===== config.mk =====
export PLATFORM = sky130hd
export DESIGN_NAME = alu_mc
export DESIGN_NICKNAME = d
export VERILOG_FILES = /design/src/rtl/alu_pkg.sv /design/src/rtl/alu_mul_iter.sv /design/src/rtl/alu_mc.sv
export SDC_FILE = /design/constraint.sdc
export NUM_CORES = 2
export LEC_CHECK = 0
export ABC_CLOCK_PERIOD_IN_PS = 8900
export BUFFER_PORTS_ARGS = -buffer_cell sky130_fd_sc_hd__buf_4
export CORE_MARGIN = 2
export CORE_UTILIZATION = 30
export CTS_BUF_LIST = sky130_fd_sc_hd__clkbuf_8
export CTS_CLUSTER_SIZE = 8
export DETAILED_ROUTE_END_ITERATION = 10
export GPL_ROUTABILITY_DRIVEN = 1
export PLACE_DENSITY_LB_ADDON = 0.1
export SLEW_MARGIN = 10
export SYNTH_ARGS = -nofsm -noshare
export SYNTH_HDL_FRONTEND = slang
export SYNTH_SLANG_ARGS = --single-unit
export TNS_END_PERCENT = 10

===== constraint.sdc =====
create_clock -name CLK -period 8.9 [get_ports CLK]
set_clock_uncertainty 0.15 [all_clocks]
set_input_delay 0.445 -clock CLK [delete_from_list [all_inputs] [get_ports CLK]]
set_output_delay 0.445 -clock CLK [all_outputs]
set_load 0.01 [all_outputs]

===== src/rtl/alu_pkg.sv =====
// Shared opcode constants and FSM encoding for the multi-cycle ALU.
package alu_pkg;

  localparam logic [3:0] OP_AND   = 4'b0000;
  localparam logic [3:0] OP_OR    = 4'b0001;
  localparam logic [3:0] OP_ADD   = 4'b0010;
  localparam logic [3:0] OP_LSL   = 4'b0011;
  localparam logic [3:0] OP_LSR   = 4'b0100;
  localparam logic [3:0] OP_SUB   = 4'b0110;
  localparam logic [3:0] OP_PASSB = 4'b0111;
  localparam logic [3:0] OP_MUL   = 4'b1000;

  typedef enum logic {
    IDLE,
    MUL
  } state_t;

endpackage


===== src/rtl/alu_mul_iter.sv =====
// Iterative shift-add multiplier: one partial product per clock, WIDTH steps.
module alu_mul_iter #(
  parameter int WIDTH = 64
) (
  input  logic             clk,
  input  logic             rst,
  input  logic             start,
  input  logic [WIDTH-1:0] a,
  input  logic [WIDTH-1:0] b,
  output logic             busy,
  output logic             done,
  output logic [WIDTH-1:0] product
);

  localparam int CW = $clog2(WIDTH) + 1;

  logic [WIDTH-1:0] a_q;
  logic [WIDTH-1:0] b_q;
  logic [WIDTH-1:0] acc;
  logic [WIDTH-1:0] acc_d;
  logic [CW-1:0]    cnt;

  assign acc_d   = acc + (b_q[0] ? a_q : '0);
  assign busy    = (cnt != '0);
  // done flags the final step so the product can be taken on that same edge
  assign done    = (cnt == CW'(1));
  assign product = acc_d;

  always_ff @(posedge clk or posedge rst) begin
    if (rst) begin
      a_q <= '0;
      b_q <= '0;
      acc <= '0;
      cnt <= '0;
    end else if (start) begin
      a_q <= a;
      b_q <= b;
      acc <= '0;
      cnt <= CW'(WIDTH);
    end else if (busy) begin
      acc <= acc_d;
      a_q <= a_q << 1;
      b_q <= b_q >> 1;
      cnt <= cnt - CW'(1);
    end
  end

endmodule


===== src/rtl/alu_mc.sv =====
// Multi-cycle ALU with valid/ready handshakes, NZCV flags and a one-slot
// registered output.
module alu_mc
  import alu_pkg::*;
#(
  parameter  int WIDTH = 64,
  localparam int SHW   = $clog2(WIDTH)
) (
  input  logic             CLK,
  input  logic             Reset,
  input  logic [WIDTH-1:0] BusA,
  input  logic [WIDTH-1:0] BusB,
  input  logic [3:0]       ALUCtrl,
  input  logic             InValid,
  output logic             InReady,
  output logic [WIDTH-1:0] BusW,
  output logic             Zero,
  output logic             Negative,
  output logic             Carry,
  output logic             Overflow,
  output logic             Illegal,
  output logic             OutValid,
  input  logic             OutReady
);

  state_t state;
  state_t state_d;

  logic             accept;
  logic             is_mul;
  logic             mul_busy;
  logic             mul_done;
  logic [WIDTH-1:0] mul_prod;

  logic [WIDTH-1:0] res;
  logic             res_c;
  logic             res_v;
  logic             res_ill;
  logic [WIDTH:0]   sum;
  logic [WIDTH:0]   dif;
  logic [SHW-1:0]   shamt;

  // OutReady feeds InReady combinationally so a full slot can turn over
  // every cycle
  assign InReady = (state == IDLE) & ~mul_busy & (~OutValid | OutReady);
  assign accept  = InValid & InReady;
  assign is_mul  = (ALUCtrl == OP_MUL);

  assign Zero     = (BusW == '0);
  assign Negative = BusW[WIDTH-1];

  assign sum   = {1'b0, BusA} + {1'b0, BusB};
  assign dif   = {1'b0, BusA} + {1'b0, ~BusB} + {{WIDTH{1'b0}}, 1'b1};
  assign shamt = BusB[SHW-1:0];

  always_comb begin
    res     = '0;
    res_c   = 1'b0;
    res_v   = 1'b0;
    res_ill = 1'b0;
    unique case (ALUCtrl)
      OP_AND:   res = BusA & BusB;
      OP_OR:    res = BusA | BusB;
      OP_ADD: begin
        res   = sum[WIDTH-1:0];
        res_c = sum[WIDTH];
        res_v = (BusA[WIDTH-1] == BusB[WIDTH-1]) &
                (sum[WIDTH-1] != BusA[WIDTH-1]);
      end
      OP_SUB: begin
        res   = dif[WIDTH-1:0];
        res_c = dif[WIDTH];
        res_v = (BusA[WIDTH-1] != BusB[WIDTH-1]) &
                (dif[WIDTH-1] != BusA[WIDTH-1]);
      end
      OP_LSL:   res = BusA << shamt;
      OP_LSR:   res = BusA >> shamt;
      OP_PASSB: res = BusB;
      OP_MUL:   res = '0;
      default:  res_ill = 1'b1;
    endcase
  end

  alu_mul_iter #(
    .WIDTH(WIDTH)
  ) u_mul (
    .clk    (CLK),
    .rst    (Reset),
    .start  (accept & is_mul),
    .a      (BusA),
    .b      (BusB),
    .busy   (mul_busy),
    .done   (mul_done),
    .product(mul_prod)
  );

  always_ff @(posedge CLK or posedge Reset) begin
    if (Reset) state <= IDLE;
    else       state <= state_d;
  end

  always_comb begin
    state_d = state;
    case (state)
      IDLE: if (accept && is_mul) state_d = MUL;
      MUL:  if (mul_done)         state_d = IDLE;
      default: state_d = IDLE;
    endcase
  end

  always_ff @(posedge CLK or posedge Reset) begin
    if (Reset) begin
      BusW     <= '0;
      Carry    <= 1'b0;
      Overflow <= 1'b0;
      Illegal  <= 1'b0;
      OutValid <= 1'b0;
    end else if (accept && !is_mul) begin
      BusW     <= res;
      Carry    <= res_c;
      Overflow <= res_v;
      Illegal  <= res_ill;
      OutValid <= 1'b1;
    end else if (mul_done) begin
      BusW     <= mul_prod;
      Carry    <= 1'b0;
      Overflow <= 1'b0;
      Illegal  <= 1'b0;
      OutValid <= 1'b1;
    end else if (OutReady) begin
      OutValid <= 1'b0;
    end
  end

endmodule


==> impl_results.md <==
* Clk root buf: clkbuf_8
* Power per standard cell area at 137 mW/mm^2
* Netlist cell types at 102
* Req. time, crit path at 9.34 ns
* H-tree depth at 2
* DIE WIDTH at 340 um
* Post-Syn Nets at 4906
* Min-delay worst type: input pin to register
* WS Path Type: register to register
* Final cell count without fillers at 6122
* CTS tree: yes
* #FFs+latches synth at 268
* CTS resizes at 0
* Highest clock rate at 189 MHz
* Gpl congestion at 0.999
* Filler cells at 12087
* Via count at 37726
* P&R area growth vs syn at 14.0%
* Endpoints failing setup at 0
* Reg2Reg Depth at 15
* Warnings from Yosys at 0
* Die ar. at 0.115 sq mm
* Total wire length at 189000 um
* DRC Markers at 0
* FF/Latch Area at 0.00671 sq mm
* Syn Inst Count at 4494
* Detail Route Antenna Nets at 0
* CP cell instances: buf_4 -> and2_1 -> ha_1 -> a21o_1 -> a221oi_2 -> or3_1 -> a31oi_1 -> o211ai_1 -> a21oi_1 -> nor3_1 -> o211ai_1 -> a221oi_1 -> xor2_1 -> o21ai_0 -> a221o_1
* I/O Pins at 207
* Fin. Hold Viols at 0
* Clock sink count at 268
* DR WL/cell at 30.9 um
* Max_cap viols at 0
* RSZ-0062 raised after global routing: no
* Place WS at 3.04 ns
* Crit Path Max Fanout at 64
* CP endpoint kind: register
* Most frequent cells in the layout: nor2_1, nand2_1, a21oi_1, buf_4, ha_1
* DR pass1 iterations at 6
* CP Buf/Inv Count at 1
* Slew @ Worst Pin at 1.22 ns
* Area of the multi-input gates at 0.0251 sq mm
* CP max-delay cell: nor3_1
* Peak supply drop at 0.0000930 V
* Buffers added on ports at 206
* Min cycle time layout at 5.28 ns
* Post-route setup slack at 3.62 ns
* Status: complete, no violations
* Vias in the first global route at 35699
* Post-layout net count at 4987
* Tcrit/Tclk final at 0.594
* Layout cells sized above 1 at 0.120
* Clk slew on worst S/H paths at 0.06 ns
* Slew margin rel. at 0.188
* Via density at 6.16
* First-pass GRT wire length at 269000 um
* Setup bufs post-CTS at 0
* Core ar. at 0.112 sq mm
* DIE HEIGHT at 340 um
* Largest net degree at the start of global routing at 99
* CTS hold repair buffers at 79
* Max Buffers Root-to-Sink at 3
* Leakage at 16.7 nW
* Startpoint Class: register
* Initial DRC count at 4721
* CTS Buf Count at 54
* Setup TNS at 0 ns
* Post-synth EDFFs at 0
* Final Slew Violations at 0
* Syn Std Cell Area at 0.0338 sq mm
* Max stage delay on crit path at 0.65 ns
* Rows at 123
* Critical path depth in cells at 15
* GR Util All Layers at 0.316
* Starting density of the core at 0.301
* Hold path depth at 3
* GRT overflow at 0
* Delay-heaviest family, CP: compound AO/OA/AOI/OAI gates
* CP dominant cell by count: o211ai_1
* Post-synthesis sequential area ratio at 0.198
* Critical path arrival at 5.73 ns
* Top FF cell, synth: dfrtp_1
* Initial antenna violation count at 6
* Clock Latency Late Sink at 0.71 ns
* Post-detail-place hpwl at 149000 um
* Commonest non-fill, non-tap cell in the layout: nor2_1
* Avg Inst Size Synth at 7.53 sq um
* Ys async rst share at 1.00
* Placed Instances at 5940
-- path summary, 6_finish.rpt --
check,endpoint,slack (ns),from
min,u_mul.a_q[9],0.07,BusA[9]
min reg2reg,u_mul.b_q[23],0.33,u_mul.b_q[23]
max in group asynchronous,BusW[59],6.90,Reset
max,BusW[62],3.62,u_mul.b_q[0]
max reg2reg,BusW[62],3.62,u_mul.b_q[0]
min in group asynchronous,u_mul.acc[11],0.28,Reset
-- per-layer routing --
layer | global-route usage | up-vias | routed length [um]
met5 | 0 | - | 10
met4 | 0.0890 | 2 | 6050
met3 | 0.0526 | 264 | 16100
met2 | 0.477 | 1754 | 81300
met1 | 0.459 | 18972 | 85700
li1 | - | 16734 | -
-- worst min-delay path, delay by kind of cell --
kind | cells | cell delay (ns)
buf+inv | 2 | 0.33
compound gates | 1 | 0.08
-- state kept, by name (all words and copies together), names as in the netlist --
register	count
Illegal	1
state	1
Overflow	1
u_mul.acc	64
u_mul.cnt	7
Carry	1
u_mul.b_q	64
u_mul.a_q	64
OutValid	1
BusW	64
-- cell families after synthesis --
group,Yosys count,synth area share
adders and majority gates,276,0.103
AOI/OAI and AO/OA,1526,0.296
and+or+nand+nor,1534,0.205
buffers and inverters,550,0.0631
muxes,262,0.114
DFF,268,0.198
xor gates and xnor gates,78,0.0202
-- power by group --
group          switching [mW]  internal [mW]  total (mW)  leakage (nW)
logic                    1.64          0.797        2.43          12.7
registers               0.112           1.36        1.47          3.38
clock network           0.636          0.756        1.39         0.650
-- through the flow --
| stage | hold slack (ns) | area, sq um | power [mW] | utilization |
|---|---|---|---|---|
| after floorplan | 0.296 | 33800 | 2.92 | - |
| after global placement | 0.308 | 36600 | 3.83 | 0.326 |
| after detailed placement | 0.313 | 36600 | 3.81 | 0.326 |
| after CTS | 0.00154 | 38500 | 5.27 | 0.344 |
| after global routing | 0.0413 | 38600 | 5.55 | 0.344 |
| final | 0.0671 | 38600 | 5.30 | 0.344 |
-- cells in the mapped netlist (35+ instances only) --
master | n | area, sq um
clkbuf_1 | 249 | 935
a211oi_1 | 49 | 368
nor3_1 | 86 | 430
o22ai_1 | 40 | 250
inv_1 | 214 | 803
nand2_1 | 498 | 1870
mux4_2 | 96 | 2160
nor2_1 | 504 | 1890
ha_1 | 273 | 3420
a21oi_1 | 481 | 2410
nand4_1 | 46 | 288
nor4_1 | 51 | 319
a22oi_1 | 132 | 991
buf_2 | 44 | 220
a221oi_1 | 41 | 359
mux2i_1 | 137 | 1370
buf_1 | 35 | 131
o21bai_1 | 47 | 353
xnor2_1 | 56 | 490
o21ai_0 | 270 | 1350
dfrtp_1 | 268 | 6710
a21o_1 | 61 | 458
o31ai_1 | 44 | 330
nand3_1 | 98 | 490
o221ai_1 | 48 | 420
and3_1 | 66 | 413
and2_1 | 72 | 450
a31oi_1 | 46 | 288
-- layout make-up --
cell class              instances  area share
multi-input cells            3676       0.650
flip-flops and latches        268       0.174
repair buffers                357      0.0757
well taps                    1500      0.0487
clock buffers                  66      0.0236
inverters                     218      0.0215
clock inverters                30     0.00590
diodes                          7    0.000454
(Power assumes the default switching activity.)
